<file path="src/rtl/mlp_pkg.sv">
// Shared constants and loader state encoding for the cardio MLP front-end.
package mlp_pkg;
   localparam int NUM_FEAT = 21;
   localparam int FEAT_W   = 4;
   localparam int CLASS_W  = 2;
   localparam int PRED_W   = 63;
   localparam int INP_W    = NUM_FEAT * FEAT_W;

   typedef enum logic [1:0] {
      COLLECT = 2'd0,
      SETTLE  = 2'd1,
      HOLD    = 2'd2
   } loader_state_t;
endpackage

</file>
<file path="src/rtl/mlp_feature_loader_if.sv">
// Feature-stream input and result-stream output handshakes of the loader.
interface mlp_feature_loader_if;
   import mlp_pkg::*;

   logic               s_valid;
   logic               s_ready;
   logic [FEAT_W-1:0]  s_data;
   logic               s_last;
   logic               m_valid;
   logic               m_ready;
   logic [CLASS_W-1:0] m_class;
   logic [PRED_W-1:0]  m_pred;

   modport slave (
      input  s_valid, s_data, s_last, m_ready,
      output s_ready, m_valid, m_class, m_pred
   );

   modport master (
      output s_valid, s_data, s_last, m_ready,
      input  s_ready, m_valid, m_class, m_pred
   );
endinterface

</file>
<file path="src/rtl/mlp_feat_pack.sv">
// Write-indexed FEAT_W-slice register file forming the classifier input vector.
module mlp_feat_pack
   import mlp_pkg::*;
(
   input  logic              clk,
   input  logic              rst,
   input  logic              wr_en,
   input  logic [4:0]        wr_idx,
   input  logic [FEAT_W-1:0] wr_data,
   input  logic              clr,
   input  logic              hold,
   output logic [INP_W-1:0]  inp_o
);

   always_ff @(posedge clk) begin
      if (rst || clr)
         inp_o <= '0;
      else if (wr_en && !hold)
         inp_o[FEAT_W*wr_idx +: FEAT_W] <= wr_data;
   end

endmodule

</file>
<file path="src/rtl/mlp_feature_loader.sv">
// Sequential front-end: packs a feature frame, lets the classifier settle, captures its result.
//
// state   | meaning
// COLLECT | accepting features into inp_o, feat_cnt = next slot
// SETTLE  | inp_o frozen, counting settle cycles before capture
// HOLD    | result presented on m_*, waiting for m_ready
module mlp_feature_loader
   import mlp_pkg::*;
#(
   parameter int SETTLE_CYC = 2
) (
   input  logic                 clk,
   input  logic                 rst,
   mlp_feature_loader_if.slave  sif,
   output logic [INP_W-1:0]     inp_o,
   input  logic [CLASS_W-1:0]   out_i,
   input  logic [PRED_W-1:0]    predo_i,
   output logic                 frame_err
);

   localparam logic [4:0] LAST_IDX    = 5'(NUM_FEAT - 1);
   localparam logic [3:0] SETTLE_LAST = 4'(SETTLE_CYC - 1);

   loader_state_t state;
   logic [4:0]    feat_cnt;
   logic [3:0]    settle_cnt;
   logic          xfer;
   logic          last_slot;
   logic          bad_frame;

   assign sif.s_ready = (state == COLLECT) && !rst;
   assign xfer        = sif.s_valid && sif.s_ready;
   assign last_slot   = (feat_cnt == LAST_IDX);
   // s_last must coincide exactly with the final slot; any disagreement drops the frame
   assign bad_frame   = xfer && (sif.s_last != last_slot);

   mlp_feat_pack u_pack (
      .clk     (clk),
      .rst     (rst),
      .wr_en   (xfer && !bad_frame),
      .wr_idx  (feat_cnt),
      .wr_data (sif.s_data),
      .clr     (bad_frame),
      .hold    (state != COLLECT),
      .inp_o   (inp_o)
   );

   always_ff @(posedge clk) begin
      if (rst) begin
         state       <= COLLECT;
         feat_cnt    <= '0;
         settle_cnt  <= '0;
         sif.m_valid <= 1'b0;
         sif.m_class <= '0;
         sif.m_pred  <= '0;
         frame_err   <= 1'b0;
      end else begin
         frame_err <= 1'b0;
         case (state)
            COLLECT: begin
               if (bad_frame) begin
                  frame_err <= 1'b1;
                  feat_cnt  <= '0;
               end else if (xfer) begin
                  if (last_slot) begin
                     state      <= SETTLE;
                     settle_cnt <= '0;
                  end else begin
                     feat_cnt <= feat_cnt + 5'd1;
                  end
               end
            end
            SETTLE: begin
               settle_cnt <= settle_cnt + 4'd1;
               if (settle_cnt == SETTLE_LAST) begin
                  sif.m_class <= out_i;
                  sif.m_pred  <= predo_i;
                  sif.m_valid <= 1'b1;
                  state       <= HOLD;
               end
            end
            HOLD: begin
               if (sif.m_valid && sif.m_ready) begin
                  sif.m_valid <= 1'b0;
                  feat_cnt    <= '0;
                  state       <= COLLECT;
               end
            end
            default: state <= COLLECT;
         endcase
      end
   end

endmodule

</file>
<file path="src/flat_wrapper.sv">
// flat-port wrapper written by rule: the top's interface ports become plain ports
module mlp_feature_loader_flat import mlp_pkg::*;
#(
   parameter int SETTLE_CYC = 2
)
  (clk, rst, inp_o, out_i, predo_i, frame_err, sif_s_valid, sif_s_data, sif_s_last, sif_m_ready, sif_s_ready, sif_m_valid, sif_m_class, sif_m_pred);
  mlp_feature_loader_if sif_i ();
  input  logic clk;
  input  logic rst;
  output logic [INP_W-1:0] inp_o;
  input  logic [CLASS_W-1:0] out_i;
  input  logic [PRED_W-1:0] predo_i;
  output logic frame_err;
  input wire logic [$bits(sif_i.s_valid)-1:0] sif_s_valid;
  input wire logic [$bits(sif_i.s_data)-1:0] sif_s_data;
  input wire logic [$bits(sif_i.s_last)-1:0] sif_s_last;
  input wire logic [$bits(sif_i.m_ready)-1:0] sif_m_ready;
  output wire logic [$bits(sif_i.s_ready)-1:0] sif_s_ready;
  output wire logic [$bits(sif_i.m_valid)-1:0] sif_m_valid;
  output wire logic [$bits(sif_i.m_class)-1:0] sif_m_class;
  output wire logic [$bits(sif_i.m_pred)-1:0] sif_m_pred;
  assign sif_i.s_valid = sif_s_valid;
  assign sif_i.s_data = sif_s_data;
  assign sif_i.s_last = sif_s_last;
  assign sif_i.m_ready = sif_m_ready;
  assign sif_s_ready = sif_i.s_ready;
  assign sif_m_valid = sif_i.m_valid;
  assign sif_m_class = sif_i.m_class;
  assign sif_m_pred = sif_i.m_pred;
  mlp_feature_loader #(.SETTLE_CYC(SETTLE_CYC)) u_core (.clk(clk), .rst(rst), .sif(sif_i), .inp_o(inp_o), .out_i(out_i), .predo_i(predo_i), .frame_err(frame_err));
endmodule
</file>
<file path="config.mk">
export PLATFORM = sky130hd
export DESIGN_NAME = mlp_feature_loader_flat
export DESIGN_NICKNAME = d
export VERILOG_FILES = /design/src/rtl/mlp_pkg.sv /design/src/rtl/mlp_feature_loader_if.sv /design/src/rtl/mlp_feat_pack.sv /design/src/rtl/mlp_feature_loader.sv /design/src/flat_wrapper.sv
export SDC_FILE = /design/constraint.sdc
export NUM_CORES = 1
export LEC_CHECK = 0
export CAP_MARGIN = 10
export CORE_AREA = 2 2 134 136
export CTS_CLUSTER_SIZE = 10
export DETAILED_ROUTE_END_ITERATION = 6
export DIE_AREA = 0 0 136 138
export DONT_BUFFER_PORTS = 1
export MAX_ROUTING_LAYER = met4
export PLACE_DENSITY = 0.62
export SETUP_SLACK_MARGIN = 0.15
export SLEW_MARGIN = 10
export SYNTH_ARGS = -nofsm -noshare
export SYNTH_HDL_FRONTEND = slang
export SYNTH_SLANG_ARGS = --single-unit
</file>
<file path="constraint.sdc">
create_clock -name clk -period 2.95 [get_ports clk]
set_clock_uncertainty 0.05 [all_clocks]
set_input_delay 0.885 -clock clk [delete_from_list [all_inputs] [get_ports clk]]
set_output_delay 0.885 -clock clk [all_outputs]
set_load 0.005 [all_outputs]
</file>
* After elaboration in Yosys (flattened, before gate mapping)
Index checks and enable logic that the tools add are counted.
** Storage, ports and cells
- Flip-flop bits (word level) :: 162
- Bits of input ports :: 74
- Output and inout port bits :: 152
** Operators by class
- Add/subtract/negate cells :: 3
- Equal/unequal tests :: 12
- Shifts and indexed selects :: 2
- Muxes and demuxes :: 20
- Bitwise gates (word level) :: 1
- Reduce and logical (&&, ||, !) cells :: 21
** Operators by type and width (number)
- bitwise mux 84 bit :: 1
- variable shift 4 x 34 -> 84 bit (first input constant) :: 1
- indexed part select 4 x 34 -> 84 bit :: 1
- negator 7 -> 34 bit :: 1
- two-way mux 5 bit :: 4
- two-way mux 4 bit :: 3
- two-way mux 2 bit :: 5
- case mux 5 bit (2 select lines) :: 1
- != test 2 x 1 -> 1 bit (second input constant) :: 4
- case mux 4 bit (2 select lines) :: 1
- AND reduction 4 bit :: 2
- nonzero test 2 bit :: 4
- logical AND 1 bit :: 6
- case mux 2 bit (3 select lines) :: 1
- adder 5 x 1 -> 5 bit (second input constant) :: 1
- equality test 5 bit (second input constant) :: 1
- AND reduction 5 bit :: 1
- adder 4 x 1 -> 4 bit (second input constant) :: 1
- equality test 4 x 1 -> 1 bit (second input constant) :: 1
- logical NOT 1 bit :: 3
- two-way mux 1 bit :: 3
- != test 3 x 1 -> 1 bit (second input constant) :: 1
- != test 3 bit (second input constant) :: 1
- AND reduction 3 bit :: 1
- other kinds (10) :: 10

* Depth between registers and ports, before layout
Gate-level depths: netlist (run 1).
- Depth in word-level cells :: 7
- Mapped depth :: 13
- Gate-level depth less buffers :: 10

* Hierarchy
Synthesis (run 1) repeated with hierarchy kept, for this count alone.
** Unflattened totals
- Cells, all modules :: 737
- Area total of the unflattened synthesis :: 6381.1 um^2
** Modules (own cells, without submodules)
- mlp_feat_pack :: instances 1, cells an instance 365, area an instance 3400.8 um^2
- mlp_feature_loader :: instances 1, cells an instance 372, area an instance 2980.4 um^2

* Least setup slack after synthesis (run 1)
No wires, ideal clock.
- Path kind :: reg-to-reg
- From :: register u_core.feat_cnt[1]
- To :: register u_core.u_pack.inp_o[28]
- Library setup time :: 0.138 ns
- Data arrival time :: 2.532 ns
- Data required time :: 2.762 ns
- Path slack :: 0.230 ns
- Stages on the path, launching flop included :: 14
- Buffers on the path :: 3
- Period minus slack after synthesis :: 2.720 ns
- Cell sequence :: dfxtp_1 -> buf_2 -> inv_1 -> ha_1 -> buf_6 -> nand2b_1 -> nor2_1 -> ha_1 -> clkbuf_1 -> nand2b_1 -> nor4_1 -> o211ai_1 -> nand3_1 -> o21ai_0
** Between the ends
- Longest elaborated chain between the ends :: 6
- Elaborated cells between the ends (all ways) :: 11
- Those cells by class :: add/sub: 1; eq/ne: 2; shift: 2; mux: 1; reduce/logical: 5
** Ends and longest elaborated chain
- start, declared :: line mlp_feature_loader.sv:25 : logic [4:0] feat_cnt;
- start signal, assigned :: line mlp_feature_loader.sv:69 : feat_cnt <= feat_cnt + 5'd1;
- branches (longest 6 deep; another with negator 7 -> 34 bit)
- end signal, assigned by index :: line mlp_feat_pack.sv:19 : inp_o[FEAT_W*wr_idx +: FEAT_W] <= wr_data;
- end, declared :: line mlp_feat_pack.sv:12 : output logic [INP_W-1:0] inp_o
Parallel ways; which one is timed is not known.
A chain may end at the register's enable or synchronous reset.

* Worst setup path after layout (run 1)
- From :: register u_core.feat_cnt[0]
- To :: register u_core.u_pack.inp_o[66]
Same word-level chain as after synthesis.

==> reports/qor.csv, run 1 <==
metric,value,unit
outcome,finished clean,
most crowded layer after global routing,met2,
crit end category,flip-flop,
Synth async-reset ratio,0,
# diodes,0,
Tcrit/Tclk final,0.877,
post-synth top area cell,dfxtp_1,
routed vias,5470,
"delay-heaviest family, CP",simple AND/OR/NAND/NOR gates,
DRT Pass-1 Iters,6,
H-tree depth,4,
Yosys reg bits,162,
unrepaired setup endpoints after global routing,yes,
Top-Level Pins,226,
Starting Density,0.389,
Min-Delay Path Class,flip-flop to flip-flop,
mux cell area share after synthesis,0.0705,
Critical R2R Launch,u_core.feat_cnt[0],
total core area,0.0175,mm2
final hold violations,0,
M1 GR Usage,0.241,
compound-cell area share of the yosys netlist,0.142,
post-route cell area,0.00768,mm2
Final ANT Viol Nets,0,
startpoint types,flip-flop,
cell area after synthesis,0.00682,mm2
die height,138,um
largest net degree at the start of global routing,90,
xor and xnor area share after synthesis,0.00973,
Worst EP required,3.25,ns
Clock Tree Buf Depth,2,
sequential share of the synthesized area,0.476,
die area,0.0188,mm2
Hold Crit Start,u_core.sif.m_pred[10],
die width,136,um
setup violators final,0,
max incr delay on CP,0.51,ns
met2 usage,0.305,
drt total wl,18.0,mm
number of remaining DRC errors,0,
P&R area growth vs syn,12.6,%
CTS root buf,clkbuf_16,
routability cong.,0.917,
"Net Count, Synth",878,
layout cells sized above 1,0.0982,
vias in the first global route,5365,
row count,49,
post-detail-place hpwl,12.7,mm
Yosys cell types,66,
gr usage total,0.198,
"Cell Area, Placed",0.00700,mm2
CTS tree,yes,
initial antenna violation count,0,
crit-path max FO,10,
first-pass GRT wire length,28.5,mm
worst skew pair latency,0.42,ns
critical path class,flip-flop to flip-flop,
"Reg clk slew, reported paths",0.07,ns
Cells after Synth,799,
worst slew pin tran,0.687,ns
ys flop type,dfxtp_1,
Worst slew margin,0.537,
detail-routed net length per standard cell,17.6,um
Slowest cell on crit path,nor3_1,
Static Leak,2.72,nW
DRT iter0 DRCs,312,
peak supply drop,0.362,mV
Via density,5.35,
max cap viols,0,
"EDFF count, synth",0,
fmax,387,MHz
"count leader, synth",nand2_1,
Num CTS Buffers,17,
CP most frequent cell,ha_1,
power density cells,616,mW/mm2
top-area cell type share of the netlist area,0.476,
met3 GRT Util,0.0653,
fillers,1770,
Post-synth top cells,"205 x nand2_1, 162 x dfxtp_1, 92 x a21oi_1, 48 x mux2i_1, 48 x nor2_1",
Final Critical Period,2.59,ns
main combinational cell family by area after synthesis,simple AND/OR/NAND/NOR gates,
CP Data Arrival Time,2.89,ns
Syn. warnings,0,
Area contributors post-synth,"dfxtp_1 48%, nand2_1 11%, mux2i_1 7.0%, a21oi_1 6.8%, nand3_1 3.3%",
Synth Area in Simple Gates,0.254,
CP Cell Sequence,inv_1 > ha_1 > nand2b_1 > nor2_1 > ha_1 > buf_4 > o21ai_0 > nor3_1 > nand3_1 > a21oi_1,
Setup TNS Final,0,ns
pins over their slew limit,0,
CP Launch Point,u_core.feat_cnt[0],
grt ovf,0,
nets,860,
CP Buf/Inv Count,2,
area share of fa/ha/maj cells after synthesis,0.00918,
PortBufs,0,
clock sink count,162,
Avg Inst Size Synth,8.53,um2
per-stage QoR:
| stage | utilization | hold slack [ns] | power, mW | cells | setup WS (ns) |
|---|---|---|---|---|---|
| 6_report | 0.438 | 0.417 | 4.73 | 1023 | 0.363 |
| 5_1_grt | 0.438 | 0.441 | 4.90 | 1023 | 0.134 |
| 4_1_cts | 0.435 | 0.420 | 4.79 | 1022 | 0.303 |
| 3_5_place_dp | 0.399 | 0.411 | 2.38 | 990 | 0.328 |
| 3_3_place_gp | 0.399 | 0.407 | 2.38 | 990 | 0.438 |
| 2_1_floorplan | - | 0.397 | 2.37 | 799 | 0.230 |
cell type report:
type / count / area, um2 / area share
multi-input cells: 577 / 3370 / 0.439
flip-flops and latches: 162 / 3240 / 0.422
clock buffers: 18 / 429 / 0.0559
well taps: 229 / 287 / 0.0373
clock inverters: 14 / 203 / 0.0264
repair buffers: 15 / 113 / 0.0147
inverters: 8 / 30.0 / 0.00391
cell usage in the layout (no fill, tap or decap), types with 3 or more instances in the layout:
| cell | n |
|---|---|
| nor2b_1 | 8 |
| nor4_1 | 3 |
| o211ai_1 | 4 |
| inv_1 | 8 |
| nor3_1 | 6 |
| o21ai_0 | 18 |
| a22o_1 | 8 |
| o21ai_1 | 4 |
| buf_4 | 15 |
| nand2_1 | 204 |
| a21oi_1 | 91 |
| mux2i_1 | 48 |
| dfxtp_1 | 162 |
| ha_1 | 5 |
| and3_1 | 5 |
| bufinv_16 | 4 |
| a31oi_1 | 4 |
| clkbuf_16 | 17 |
| nand4_1 | 7 |
| nand2b_1 | 8 |
| clkinvlp_4 | 3 |
| or2_2 | 3 |
| inv_6 | 3 |
| nand3_1 | 45 |
| nor2_1 | 47 |
| a2111oi_4 | 3 |
final timing paths:
path | end | slack, ns | depth (start not counted)
max | u_core.u_pack.inp_o[66] | 0.36 | 10
min reg2reg | u_core.sif.m_pred[10] | 0.42 | 2
min | u_core.sif.m_pred[10] | 0.42 | 2
max reg2reg | u_core.u_pack.inp_o[66] | 0.36 | 10
what timing repair did:
action	4_1_cts	5_1_grt
setup endpoints to repair	0	17
resized for setup	0	4
hold buffers	0	0
buffers inserted	0	1
power by group:
part | internal [mW] | leakage (nW) | switching (mW) | total (mW)
combinational | 0.0430 | 1.11 | 0.102 | 0.145
clock | 1.43 | 0.299 | 0.962 | 2.40
sequential | 2.19 | 1.30 | 0.00194 | 2.19
worst min-delay path: stages (launching register included):
cell and delay, ns:
dfxtp_1 0.32, nand2_1 0.05, a21oi_1 0.05
cells by family after synthesis:
group | count (synthesis)
xor+xnor | 5
compound gates | 151
fa+ha+maj | 5
flops | 162
mux | 48
buf+inv | 60
simple gates | 368
sequential cells by signal (all words and copies together), names as in the netlist:
register             cells
u_core.sif.m_pred       63
u_core.frame_err         1
u_core.feat_cnt          5
u_core.state             2
u_core.settle_cnt        4
u_core.sif.m_valid       1
u_core.u_pack.inp_o     84
u_core.sif.m_class       2
routing by layer:
layer / part of all wire / vias to the layer above
li1: - / 2705
met1: 0.42 / 2546
met2: 0.47 / 199
met3: 0.091 / 20
met4: 0.019 / 0
met5: 0 / -
Note: power is estimated with default switching activity, not from simulation.
==> inputs of run 2 (changes only) <==
- CORE_AREA: 2 2 134 136 -> 2 2 106 108
- DIE_AREA: 0 0 136 138 -> 0 0 108 110
- PLACE_DENSITY: 0.62 -> 0.88
- clock period: 2.95 -> 3.34 ns (I/O delays scaled with it)
==> run 2 against run 1 <==
Against the previous run:
- cell area decreased by 3.5%
- critical path type unchanged
- maximum frequency shrank 6.2%
- clock power fell by 25%
- die area is 37% lower
- clock-buffer cell count increased by 6
==> reports/qor.csv, run 2 (synthesized netlist as in run 1, its figures left out) <==
metric,value,unit,change
worst slew pin tran,1.16,ns,+0.473 ns
post-CTS setup buffer count,0,,unchanged
fmax,363,MHz,-6.2%
layout cells sized above 1,0.0876,,-0.0107
drt total wl,17.4,mm,-2.9%
post-detail-place hpwl,12.4,mm,-2.1%
Seq pwr share,0.501,,+0.038
top flop regs,"u_core.u_pack.inp_o x84, u_core.sif.m_pred x63, u_core.feat_cnt x5",,
unrepaired setup endpoints after global routing,no,,
# diodes,0,,unchanged
gr usage total,0.295,,+0.0976
power density cells,522,mW/mm2,-15%
P&R area growth vs syn,8.72,%,
Setup TNS Final,0,ns,unchanged
final hold violations,0,,unchanged
CTS tree,yes,,
peak supply drop,0.382,mV,+5.6%
setup violators final,0,,unchanged
largest net degree at the start of global routing,90,,unchanged
Starting Density,0.637,,+0.248
sequential standard cell area,0.00324,mm2,unchanged
DRT iter0 DRCs,478,,+53%
WHS,0.420,ns,+0.00278 ns
Worst EP required,3.68,ns,+0.43 ns
placed cell count,897,,-9.4%
pins over their slew limit,0,,unchanged
number of remaining DRC errors,0,,unchanged
critical path class,flip-flop to flip-flop,,
worst skew pair latency,0.53,ns,+0.11 ns
FF-to-FF setup slack,0.58,ns,+0.22 ns
Internal,3.04,mW,-17%
detail-routed net length per standard cell,18.8,um,+7.0%
multi-input logic area,0.00333,mm2,-1.2%
DRT Pass-1 Iters,5,,-1
"Hold-fix buffers, CTS",0,,unchanged
fillers,838,,-53%
die width,108,um,-21%
Tcrit/Tclk final,0.826,,-0.0513
switch share,0.215,,-0.0105
Final Critical Period,2.76,ns,+0.171 ns
Static Leak,2.63,nW,-3.4%
Via density,6.15,,+15%
Sw Pwr,831,uW,-22%
Min-Delay Path Class,flip-flop to flip-flop,,
"Most flops, register",u_core.u_pack.inp_o,,
most frequent cells in the layout,"204 x nand2_1, 162 x dfxtp_1, 91 x a21oi_1",,
crit end category,flip-flop,,
max cap viols,0,,unchanged
die area,0.0119,mm2,-37%
Top-Level Pins,226,,unchanged
Resize count post-CTS,0,,unchanged
Post-Layout Cell Count,928,,-9.3%
routed vias,5711,,+4.4%
H-tree depth,4,,unchanged
grt ovf,0,,unchanged
CP Data Arrival Time,3.10,ns,+0.21 ns
outcome,finished clean,,
PortBufs,0,,unchanged
Final ANT Viol Nets,0,,unchanged
first-pass GRT wire length,26.5,mm,-6.9%
crit-path max FO,8,,-2
Worst slew margin,0.225,,-0.312
row count,38,,-22%
nets,855,,-0.58%
CTS root buf,clkbuf_8,,
combinational fraction of design power,0.032,,about the same
Num CTS Buffers,17,,unchanged
Final Total Pwr,3.87,mW,-18%
initial antenna violation count,0,,unchanged
clock share of power,0.467,,-0.039
"commonest non-fill, non-tap cell in the layout",nand2_1,,
Clock Tree Buf Depth,2,,unchanged
die height,110,um,-20%
vias in the first global route,5407,,+0.78%
final core occ,0.693,,+0.255
max FFs per register,84,,unchanged
total core area,0.0107,mm2,-39%
"Reg clk slew, reported paths",0.06,ns,about the same
clock sink count,162,,unchanged
routability cong.,0.922,,+0.51%
startpoint types,flip-flop,,
[run 2: cell type report]
type / instances / share of cell area
sequential: 162 / 0.438
clock buffer: 24 / 0.0648
clock inverter: 7 / 0.0101
multi-input combinational: 577 / 0.450
tap: 140 / 0.0236
timing repair buffer: 10 / 0.0101
inverter: 8 / 0.00405
[run 2: path summary, 6_finish.rpt]
kind | start | endpoint | cells past startpoint
worst max-delay path | u_core.feat_cnt[0] | u_core.u_pack.inp_o[29] | 10
worst min-delay path | u_core.sif.m_pred[16] | u_core.sif.m_pred[16] | 2
worst max register to register | u_core.feat_cnt[0] | u_core.u_pack.inp_o[29] | 10
worst min register to register | u_core.sif.m_pred[16] | u_core.sif.m_pred[16] | 2
[run 2: routing by layer]
| layer | wire (um) | global-route usage |
|---|---|---|
| met1 | 6580 | 0.320 |
| met2 | 8680 | 0.498 |
| met3 | 1660 | 0.0917 |
| met4 | 511 | 0.137 |
| met5 | 0 | - |
[run 2: power by group through the flow]
| stage | Combinational [mW] | Clock (mW) | Sequential [mW] |
|---|---|---|---|
| finish | 0.125 | 1.81 | 1.94 |
| global route | 0.133 | 1.93 | 1.94 |
| CTS | 0.122 | 1.83 | 1.94 |
| detailed placement | 0.121 | 0 | 1.98 |
| global placement | 0.118 | 0 | 1.98 |
| floorplan | 0.116 | 0 | 1.98 |
[run 2: critical path, cell delays in order, from the launching register on]
cell and delay (ns):
dfxtp_1 0.33, inv_1 0.06, ha_1 0.21, nand2b_1 0.13, nor2_1 0.06, ha_1 0.41, nand2b_1 0.11, nor4_1 0.55
o211ai_1 0.43, nand3_1 0.19, o21ai_0 0.10
[run 2: stage by stage]
step / cell area [um2] / setup slack (ns)
after detailed placement: 6850 / 0.457
after floorplan: 6820 / 0.487
after global placement: 6850 / 0.536
after CTS: 7410 / 0.648
after global routing: 7410 / 0.352
final: 7410 / 0.582
==> inputs of run 3 (changes only) <==
- CORE_AREA: 2 2 106 108 -> 2 2 108 110
- DIE_AREA: 0 0 108 110 -> 0 0 110 112
- PLACE_DENSITY: 0.88 -> 0.85
- clock period: 3.34 -> 2.55 ns (I/O delays scaled with it)
==> run 3 against run 2 <==
Against the previous run:
- via count increased by 0.32%
- clock power rose by 43%
- sequential share of layout area shrank 1.5 points
- maximum frequency grew 19%
- die area grew 3.7%
- final cell count increased by 1.9%
- worst setup slack got worse by 0.35 ns
- sequential power is 31% higher
==> reports/qor.csv, run 3 (synthesized netlist as in run 1, its figures left out) <==
metric,value,unit,change
critical path class,flip-flop to flip-flop,,
top flop regs,"u_core.u_pack.inp_o x84, u_core.sif.m_pred x63, u_core.feat_cnt x5",,
P&R area growth vs syn,12.7,%,
CP Launch Point,u_core.feat_cnt[0],,
Num CTS Buffers,17,,unchanged
Tcrit/Tclk final,0.910,,+0.0839
Final Critical Period,2.32,ns,-0.438 ns
DRT iter0 DRCs,327,,-32%
detail-routed net length per standard cell,18.2,um,-3.3%
layout cells sized above 1,0.117,,+0.0295
Critical Path End,u_core.u_pack.inp_o[7],,
drt total wl,17.2,mm,-1.4%
unrepaired setup endpoints after global routing,yes,,
Final ANT Viol Nets,0,,unchanged
CP Data Arrival Time,2.56,ns,-0.54 ns
Critical R2R Launch,u_core.feat_cnt[0],,
crit-path max FO,11,,+3
die height,112,um,+1.8%
power density cells,689,mW/mm2,+32%
startpoint types,flip-flop,,
worst skew pair latency,0.42,ns,-0.11 ns
worst slew pin tran,0.674,ns,-0.487 ns
initial antenna violation count,0,,unchanged
DRT Pass-1 Iters,5,,unchanged
worst slack at placement,0.0268,ns,-0.430 ns
Starting Density,0.610,,-0.0272
Via density,6.06,,-1.6%
Clock Tree Buf Depth,2,,unchanged
PortBufs,0,,unchanged
FF-to-FF setup slack,0.23,ns,-0.35 ns
PnR worst setup slack,0.231,ns,-0.352 ns
Worst EP required,2.79,ns,-0.89 ns
Worst slew margin,0.546,,+0.321
fmax,431,MHz,+19%
"commonest non-fill, non-tap cell in the layout",nand2_1,,
first-pass GRT wire length,27.1,mm,+2.1%
row count,39,,+2.6%
grt ovf,0,,unchanged
gr usage total,0.290,,-0.00519
Min-Delay Path Class,primary input to flip-flop,,
die width,110,um,+1.9%
Setup TNS Final,0,ns,unchanged
setup violators final,0,,unchanged
max cap viols,0,,unchanged
outcome,finished clean,,
H-tree depth,4,,unchanged
clock sink count,162,,unchanged
worst reg2reg endpoint,u_core.u_pack.inp_o[7],,
max FFs per register,84,,unchanged
WHS,0.350,ns,-0.0697 ns
routed vias,5729,,+0.32%
# diodes,0,,unchanged
most frequent cells in the layout,"204 x nand2_1, 161 x dfxtp_1, 91 x a21oi_1",,
reg2reg path depth,10,,unchanged
vias in the first global route,5644,,+4.4%
nets,870,,+1.8%
Top-Level Pins,226,,unchanged
pins over their slew limit,0,,unchanged
routability cong.,0.967,,+5.0%
post-detail-place hpwl,12.3,mm,-0.97%
CTS tree,yes,,
total core area,0.0112,mm2,+4.5%
peak supply drop,0.584,mV,+53%
crit end category,flip-flop,,
CTS root buf,clkbuf_16,,
Static Leak,2.75,nW,+4.7%
"Most flops, register",u_core.u_pack.inp_o,,
largest net degree at the start of global routing,91,,+1.1%
number of remaining DRC errors,0,,unchanged
die area,0.0123,mm2,+3.7%
"Reg clk slew, reported paths",0.06,ns,about the same
final hold violations,0,,unchanged
run 3: stage by stage:
step	area, um2	cells	utilization	power, mW
after floorplan	6900	799	-	2.75
after global placement	6990	909	0.626	2.76
after detailed placement	6990	909	0.626	2.76
after CTS	7600	941	0.680	5.31
after global routing	7680	946	0.687	5.44
final	7680	946	0.687	5.29
run 3: worst min path at each step:
stage / start / cells after the start / slack, ns / endpoint
2_1_floorplan: u_core.u_pack.inp_o[64] / 2 / 0.40 / u_core.u_pack.inp_o[64]
3_3_place_gp: u_core.sif.m_pred[57] / 2 / 0.41 / u_core.sif.m_pred[57]
3_5_place_dp: u_core.sif.m_pred[54] / 2 / 0.41 / u_core.sif.m_pred[54]
4_1_cts: rst / 1 / 0.34 / u_core.sif.m_pred[36]
5_1_grt: rst / 1 / 0.33 / u_core.sif.m_pred[32]
6_report: rst / 1 / 0.35 / u_core.sif.m_pred[29]
run 3: area by class of cell:
| class | instances | area [um2] |
|---|---|---|
| timing repair buffer | 24 | 180 |
| inverter | 8 | 30.0 |
| sequential | 162 | 3240 |
| clock buffer | 20 | 447 |
| tap | 143 | 179 |
| fill | 871 | 3490 |
| clock inverter | 11 | 154 |
| multi-input combinational | 578 | 3450 |
run 3: where the power goes:
group	switching, mW	total, mW	internal, mW
Clock	1.01	2.58	1.57
Combinational	0.122	0.182	0.0592
Sequential	0.00232	2.54	2.53
run 3: metal layers:
| metal | part of all wire | vias up | GRT usage |
|---|---|---|---|
| met2 | 0.50 | 266 | 0.478 |
| met4 | 0.036 | 0 | 0.144 |
| li1 | - | 2726 | - |
| met1 | 0.39 | 2685 | 0.317 |
| met3 | 0.079 | 52 | 0.0790 |
| met5 | 0 | - | - |
run 3: repair_timing:
action / CTS / global route
gates resized for setup: 0 / 5
setup buffers: 0 / 5
hold buffers: 0 / 0
pin swaps: 2 / 3
cloned: 1 / 0
endpoints found under the setup margin: 5 / 66
run 3: worst max-delay path: stages (launching register included):
cell and delay [ns]:
dfxtp_2 0.31, inv_1 0.10, ha_4 0.22, nand2b_4 0.07
nor2_2 0.14, ha_4 0.21, nand2b_1 0.11, nor4_2 0.36
o211ai_1 0.33, nand3_1 0.19, o21ai_0 0.09
